==> src/rtl/gcd_scheduler_pkg.sv <==
// gcd_sched_pkg: scheduler state type, default sizes and round-robin index helpers
package gcd_sched_pkg;
    typedef enum logic [1:0] {IDLE, LOAD, WAIT, RESP} state_t;
    localparam int N_REQ_DEF = 4;
    localparam int W_DEF = 8;
    localparam int TIMEOUT_DEF = 512;
    // wrap by compare so N need not be a power of two
    function automatic int rr_idx(input int base, input int off, input int n);
        return (base + off >= n) ? base + off - n : base + off;
    endfunction
    function automatic int rr_next(input int idx, input int n);
        return rr_idx(idx, 1, n);
    endfunction
endpackage

==> src/rtl/gcd_scheduler_if.sv <==
// gcd_scheduler_if: client request/response and engine load/result signals of the scheduler
interface gcd_scheduler_if
    import gcd_sched_pkg::*;
#(
    parameter int N_REQ = N_REQ_DEF,
    parameter int W = W_DEF
);
    logic [N_REQ-1:0] req_valid, req_ready, rsp_valid;
    logic [N_REQ*W-1:0] req_u, req_v;
    logic [W-1:0] rsp_res, gcd_u, gcd_v, gcd_res;
    logic rsp_err, busy, gcd_ld, gcd_done;
    modport master (
        output req_valid, req_u, req_v, gcd_res, gcd_done,
        input req_ready, rsp_valid, rsp_res, rsp_err, busy, gcd_ld, gcd_u, gcd_v
    );
    modport slave (
        input req_valid, req_u, req_v, gcd_res, gcd_done,
        output req_ready, rsp_valid, rsp_res, rsp_err, busy, gcd_ld, gcd_u, gcd_v
    );
endinterface

==> src/rtl/gcd_scheduler_rr_pick.sv <==
// gcd_rr_pick: combinational round-robin picker, first request at or above ptr with wrap
module gcd_rr_pick
    import gcd_sched_pkg::*;
#(
    parameter int N = N_REQ_DEF,
    parameter int IW = $clog2(N)
)(
    input  logic [N-1:0]  req,
    input  logic [IW-1:0] ptr,
    output logic [N-1:0]  grant,
    output logic [IW-1:0] idx,
    output logic          any
);
    logic [IW-1:0] p;
    always_comb begin
        grant = '0;
        idx = '0;
        any = 1'b0;
        p = '0;
        for (int k = 0; k < N; k++) begin
            p = IW'(rr_idx(int'(ptr), k, N));
            if (!any && req[p]) begin
                any = 1'b1;
                idx = p;
                grant[p] = 1'b1;
            end
        end
    end
endmodule

==> src/rtl/gcd_scheduler.sv <==
// gcd_scheduler: shares one gcd engine among N_REQ requesters, round-robin, with done-edge or timeout completion
module gcd_scheduler
    import gcd_sched_pkg::*;
#(
    parameter int N_REQ = N_REQ_DEF,
    parameter int W = W_DEF,
    parameter int TIMEOUT = TIMEOUT_DEF
)(
    input logic clk,
    input logic resetb,
    gcd_scheduler_if.slave bus
);
    localparam int IW = $clog2(N_REQ);
    localparam int CW = $clog2(TIMEOUT);
    state_t state;
    logic [IW-1:0] ptr, idx, pick_idx;
    logic [N_REQ-1:0] grant, rsp_valid;
    logic [N_REQ-1:0][W-1:0] req_u_a, req_v_a;
    logic [CW-1:0] cnt;
    logic [W-1:0] u_q, v_q, rsp_res;
    logic any, armed, rsp_err, gcd_ld, busy, done_edge;

    gcd_rr_pick #(.N(N_REQ), .IW(IW)) u_pick (
        .req(bus.req_valid), .ptr(ptr), .grant(grant), .idx(pick_idx), .any(any)
    );

    assign req_u_a = bus.req_u;
    assign req_v_a = bus.req_v;
    // ready is combinational so a requester that drops valid before this cycle is never accepted
    assign bus.req_ready = (state == IDLE && resetb) ? grant : '0;
    assign bus.rsp_valid = rsp_valid;
    assign bus.rsp_res = rsp_res;
    assign bus.rsp_err = rsp_err;
    assign bus.busy = busy;
    assign bus.gcd_ld = gcd_ld;
    assign bus.gcd_u = u_q;
    assign bus.gcd_v = v_q;
    assign done_edge = armed && bus.gcd_done;

    always_ff @(posedge clk or negedge resetb) begin
        if (!resetb) begin
            state <= IDLE;
            ptr <= '0;
            idx <= '0;
            u_q <= '0;
            v_q <= '0;
            cnt <= '0;
            armed <= 1'b0;
            gcd_ld <= 1'b0;
            busy <= 1'b0;
            rsp_valid <= '0;
            rsp_res <= '0;
            rsp_err <= 1'b0;
        end else begin
            case (state)
                IDLE: if (any) begin
                    u_q <= req_u_a[pick_idx];
                    v_q <= req_v_a[pick_idx];
                    idx <= pick_idx;
                    gcd_ld <= 1'b1;
                    busy <= 1'b1;
                    state <= LOAD;
                end
                LOAD: begin
                    gcd_ld <= 1'b0;
                    cnt <= '0;
                    armed <= 1'b0;
                    state <= WAIT;
                end
                WAIT: begin
                    cnt <= cnt + 1'b1;
                    // a done level left from the previous job only counts after it has been seen low
                    if (!bus.gcd_done) armed <= 1'b1;
                    if (done_edge || cnt == CW'(TIMEOUT - 1)) begin
                        rsp_valid <= N_REQ'(1) << idx;
                        rsp_res <= done_edge ? bus.gcd_res : '0;
                        rsp_err <= !done_edge;
                        state <= RESP;
                    end
                end
                RESP: begin
                    rsp_valid <= '0;
                    rsp_res <= '0;
                    rsp_err <= 1'b0;
                    ptr <= IW'(rr_next(int'(idx), N_REQ));
                    busy <= 1'b0;
                    state <= IDLE;
                end
            endcase
        end
    end
endmodule

==> src/flat_wrapper.sv <==
// flat-port wrapper written by rule: the top's interface ports become plain ports
module gcd_scheduler_flat import gcd_sched_pkg::*;
#(
    parameter int N_REQ = N_REQ_DEF,
    parameter int W = W_DEF,
    parameter int TIMEOUT = TIMEOUT_DEF
)
  (clk, resetb, bus_req_valid, bus_req_u, bus_req_v, bus_gcd_res, bus_gcd_done, bus_req_ready, bus_rsp_valid, bus_rsp_res, bus_rsp_err, bus_busy, bus_gcd_ld, bus_gcd_u, bus_gcd_v);
  gcd_scheduler_if #(.N_REQ(N_REQ), .W(W)) bus_i ();
  input logic clk;
  input logic resetb;
  input wire logic [$bits(bus_i.req_valid)-1:0] bus_req_valid;
  input wire logic [$bits(bus_i.req_u)-1:0] bus_req_u;
  input wire logic [$bits(bus_i.req_v)-1:0] bus_req_v;
  input wire logic [$bits(bus_i.gcd_res)-1:0] bus_gcd_res;
  input wire logic [$bits(bus_i.gcd_done)-1:0] bus_gcd_done;
  output wire logic [$bits(bus_i.req_ready)-1:0] bus_req_ready;
  output wire logic [$bits(bus_i.rsp_valid)-1:0] bus_rsp_valid;
  output wire logic [$bits(bus_i.rsp_res)-1:0] bus_rsp_res;
  output wire logic [$bits(bus_i.rsp_err)-1:0] bus_rsp_err;
  output wire logic [$bits(bus_i.busy)-1:0] bus_busy;
  output wire logic [$bits(bus_i.gcd_ld)-1:0] bus_gcd_ld;
  output wire logic [$bits(bus_i.gcd_u)-1:0] bus_gcd_u;
  output wire logic [$bits(bus_i.gcd_v)-1:0] bus_gcd_v;
  assign bus_i.req_valid = bus_req_valid;
  assign bus_i.req_u = bus_req_u;
  assign bus_i.req_v = bus_req_v;
  assign bus_i.gcd_res = bus_gcd_res;
  assign bus_i.gcd_done = bus_gcd_done;
  assign bus_req_ready = bus_i.req_ready;
  assign bus_rsp_valid = bus_i.rsp_valid;
  assign bus_rsp_res = bus_i.rsp_res;
  assign bus_rsp_err = bus_i.rsp_err;
  assign bus_busy = bus_i.busy;
  assign bus_gcd_ld = bus_i.gcd_ld;
  assign bus_gcd_u = bus_i.gcd_u;
  assign bus_gcd_v = bus_i.gcd_v;
  gcd_scheduler #(.N_REQ(N_REQ), .W(W), .TIMEOUT(TIMEOUT)) u_core (.clk(clk), .resetb(resetb), .bus(bus_i));
endmodule
==> config.mk <==
export PLATFORM = sky130hd
export DESIGN_NAME = gcd_scheduler_flat
export DESIGN_NICKNAME = d
export VERILOG_FILES = /design/src/rtl/gcd_scheduler_pkg.sv /design/src/rtl/gcd_scheduler_if.sv /design/src/rtl/gcd_scheduler_rr_pick.sv /design/src/rtl/gcd_scheduler.sv /design/src/flat_wrapper.sv
export SDC_FILE = /design/constraint.sdc
export NUM_CORES = 1
export LEC_CHECK = 0
export CORE_ASPECT_RATIO = 0.6
export CORE_UTILIZATION = 45
export DETAILED_ROUTE_END_ITERATION = 10
export GPL_ROUTABILITY_DRIVEN = 0
export PLACE_DENSITY = 0.82
export SLEW_MARGIN = 20
export SYNTH_ARGS = -nofsm -noshare
export SYNTH_HDL_FRONTEND = slang
export SYNTH_SLANG_ARGS = --single-unit
==> constraint.sdc <==
create_clock -name clk -period 3.6 [get_ports clk]
set_input_delay 0.72 -clock clk [delete_from_list [all_inputs] [get_ports clk]]
set_output_delay 0.72 -clock clk [all_outputs]
set_load 0.05 [all_outputs]
==> flow_metrics.env <==
export IMPL_power_density_mw_per_mm2=897.1
export IMPL_tightest_slew_ns=0.5950
export IMPL_cp_slowest_stage_delay_ns=0.54
export IMPL_grt_pass1_vias=2689
export IMPL_postLayoutSetupSlackWorst_ns=0.1166
export IMPL_portBuffers=113
export IMPL_maxSlewViolCount=0
export IMPL_antenna_found_initial=0
export IMPL_synth_cells=311
export IMPL_dpl_hpwl_um=6523
export IMPL_setup_violations=0
export IMPL_grt_use_total_pct=24.96
export IMPL_die_x_um=107.4
export IMPL_grt_start_max_net_pins=48
export IMPL_drt_pass1_iter_count=6
export IMPL_grt_ovfl_total=0
export IMPL_hold_path_depth=2
export IMPL_synth_warnings=0
export IMPL_max_slew_margin_pct=60.33
export IMPL_cp_start_kind="primary input"
export IMPL_cap_violations=0
export IMPL_final_setup_tns_ns=0
export IMPL_clock_path_buffers=2
export IMPL_num_antenna_cells=0
export IMPL_cp_end_kind="output port"
export IMPL_ys_flop_type="dfrtp_1"
export IMPL_drive_gt1_share_pct=8.605
export IMPL_status="complete, no violations"
export IMPL_dr_total_vias=2817
export IMPL_dp_slack_ns=0.1602
export IMPL_finalHoldViolCount=0
export IMPL_synth_compound_area_share_pct=19.67
export IMPL_seq_area_frac_synth_pct=39.18
export IMPL_critical_path_peak_fanout=5
export IMPL_fillers=477
export IMPL_min_to="u_core.bus.rsp_res[4]"
export IMPL_synth_xor_area_share_pct=0
export IMPL_hp_class="flip-flop to flip-flop"
export IMPL_synthMuxAreaShare_pct=13.05
export IMPL_synthArstFlopShare_pct=100.0
export IMPL_start_util_pct=47.83
export IMPL_synth_top_family_by_area="compound AO/OA/AOI/OAI gates"
export IMPL_rsz0062_at_grt="false"
export IMPL_htreeDepth=2
export IMPL_wl_per_cell_um=16.43
export IMPL_drc=0
export IMPL_yosys_area_share_adder_pct=7.503
export IMPL_slowest_stage="mux4_1"
export IMPL_fin_crit_sh_pct=96.76
export IMPL_grt_pass1_wl_um=13610
export IMPL_cts_setup_buffers=0
export IMPL_cts_resized_gates=0
export IMPL_cts_tree="done"
export IMPL_cp_arrival_ns=2.76
export IMPL_path_delay_family="buffers and inverters"
export IMPL_max_freq_ghz=0.2871
export IMPL_fin_worst_skew_ns=0.007402
export IMPL_r2r_end="u_core.bus.gcd_u[3]"
export IMPL_syn_num_nets=408
export IMPL_path_buf_inv=2
export IMPL_postSynthAreaPerCell_um2=9.652
export IMPL_synth_edf_count=0
export IMPL_dr_first_iter_drc_count=182
export IMPL_cts_sinks=47
export IMPL_core_mm2=0.006276
export IMPL_syn_cell_area_mm2=0.003002
export IMPL_yosysUniqueCellTypes=44
export IMPL_die_y_um=65.26
export IMPL_reg2reg_from="u_core.ptr[1]"
export IMPL_ios=114
export IMPL_num_rows=22
export IMPL_antenna_left=0
export IMPL_syn_to_final_growth_pct=44.81
export IMPL_root_buffer="clkbuf_8"
export IMPL_cts_clk_slew_worst_paths_ns=0.09
export IMPL_min_from="u_core.bus.rsp_res[4]"
export IMPL_finalWirelength_um=8445
export IMPL_via_per_inst=5.481
export IMPL_crit_chain="clkdlybuf4s50_1 > mux4_1 > and2b_2 > a22oi_1 > nor2_1 > a221oi_1 > nor2_1 > buf_12"
export IMPL_cts_buffers=5
export IMPL_reg2regPathDepth=8
export IMPL_r2r_setup_slack_ns=0.79
export IMPL_crit_type="primary input to output port"
export IMPL_ir_worst_vdd_v=0.0004434
export IMPL_post_route_min_period_ns=3.483
export IMPL_worst_skew_pair_late_latency_ns=0.30
export IMPL_ys_ff_latch=47
export IMPL_crit_path_frequent_cell="nor2_1"
export IMPL_synth_simple_gate_area_share_pct=15.13
export IMPL_die_area_mm2=0.007011
export IMPL_fin_nets=526
export IMPL_leakage_nw=1.939
export IMPL_ctsHoldBuffers=0
export IMPL_critPathRequiredTime_ns=2.88
[Yosys cell counts (all sizes together), types with 3 or more instances]
cell type | number | area, µm²
nand2 | 57 | 221.5
dfrtp | 47 | 1176
mux2i | 32 | 320.3
o21ai | 31 | 166.4
nor2 | 23 | 86.33
ha | 18 | 225.2
inv | 13 | 48.80
o221ai | 13 | 113.9
a211oi | 7 | 52.55
buf | 7 | 72.56
nand3 | 7 | 35.03
clkbuf | 6 | 32.53
o211ai | 5 | 52.55
a21oi | 4 | 20.02
a221oi | 4 | 35.03
a22oi | 4 | 30.03
nand2b | 4 | 25.02
and3 | 3 | 18.77
mux4 | 3 | 71.32
o211a | 3 | 30.03
[area by class of cell]
| cell class | count | area (µm²) | area share, % |
|---|---|---|---|
| multi-input cells | 237 | 1662 | 38.23 |
| repair buffers | 125 | 1256 | 28.90 |
| flip-flops and latches | 47 | 1176 | 27.06 |
| well taps | 84 | 105.1 | 2.418 |
| clock buffers | 6 | 82.58 | 1.900 |
| inverters | 13 | 48.80 | 1.123 |
| clock inverters | 2 | 16.27 | 0.3742 |
[routing by layer]
layer	global-route usage [%]	vias up	share of wire, %
met5	0	-	0
met4	6.678	0	0.97
met3	3.671	7	5.9
met2	38.79	111	45
met1	36.44	1340	48
li1	-	1359	-
[worst max-delay path by stage]
stage	cells past startpoint	endpoint	startpoint
floorplan	9	bus_req_ready[1]	u_core.ptr[0]
global placement	8	bus_req_ready[0]	bus_req_valid[0]
detailed placement	8	bus_req_ready[2]	bus_req_valid[0]
CTS	8	bus_req_ready[2]	bus_req_valid[0]
global route	8	bus_req_ready[2]	bus_req_valid[0]
finish	8	bus_req_ready[2]	bus_req_valid[0]
[through the flow]
stage	total power, mW	utilization, %	instance area (µm²)	std cells	hold slack, ns
5_1_grt	4.158	69.26	4347	514	0.5131
3_3_place_gp	3.459	67.68	4248	506	0.4610
6_report	3.900	69.26	4347	514	0.4859
2_1_floorplan	2.780	-	3002	311	0.4244
4_1_cts	3.908	69.26	4347	514	0.4933
3_5_place_dp	3.557	67.68	4248	506	0.4722
[where the power goes]
group	switching (mW)	total [mW]	internal [mW]
Clock	0.187	0.344	0.157
Sequential	0.125	0.872	0.747
Combinational	1.69	2.68	0.993
Total	2.00	3.90	1.90
[cells by family after synthesis]
logic type,after synthesis
flip-flops,47
multiplexers,35
adder cells (fa/ha/maj),18
buffers and inverters,27
AND/OR/NAND/NOR,103
AO/OA/AOI/OAI,81
[layout by cell type (no fill, tap or decap), types with 3 or more instances in the layout]
| cell type | count |
|---|---|
| mux2i_1 | 32 |
| inv_1 | 13 |
| dfrtp_1 | 47 |
| buf_12 | 4 |
| and3_1 | 3 |
| o221ai_1 | 13 |
| a21oi_1 | 4 |
| nand3_1 | 7 |
| buf_4 | 12 |
| nand2_1 | 56 |
| clkdlybuf4s50_1 | 108 |
| a221oi_1 | 4 |
| a22oi_1 | 4 |
| o211ai_2 | 3 |
| clkbuf_8 | 6 |
| ha_1 | 18 |
| a211oi_1 | 7 |
| nor2_1 | 23 |
| nand2b_1 | 4 |
| o21ai_0 | 29 |
| o211a_1 | 3 |
[tightest hold or removal path: cells and delay by family (launching register included)]
family          cells  cell delay (ns)
compound gates      1             0.06
flops               1             0.35
simple gates        1             0.04
[sequential cells by signal (all words and copies together), names as in the netlist]
| name | flops |
|---|---|
| u_core.bus.rsp_res | 8 |
| u_core.cnt | 9 |
| u_core.bus.gcd_ld | 1 |
| u_core.bus.rsp_valid | 4 |
| u_core.armed | 1 |
| u_core.ptr | 2 |
| u_core.idx | 2 |
| u_core.bus.gcd_v | 8 |
| u_core.state | 2 |
| u_core.bus.rsp_err | 1 |
| u_core.bus.busy | 1 |
| u_core.bus.gcd_u | 8 |
Power figures use the tool's default switching activity.
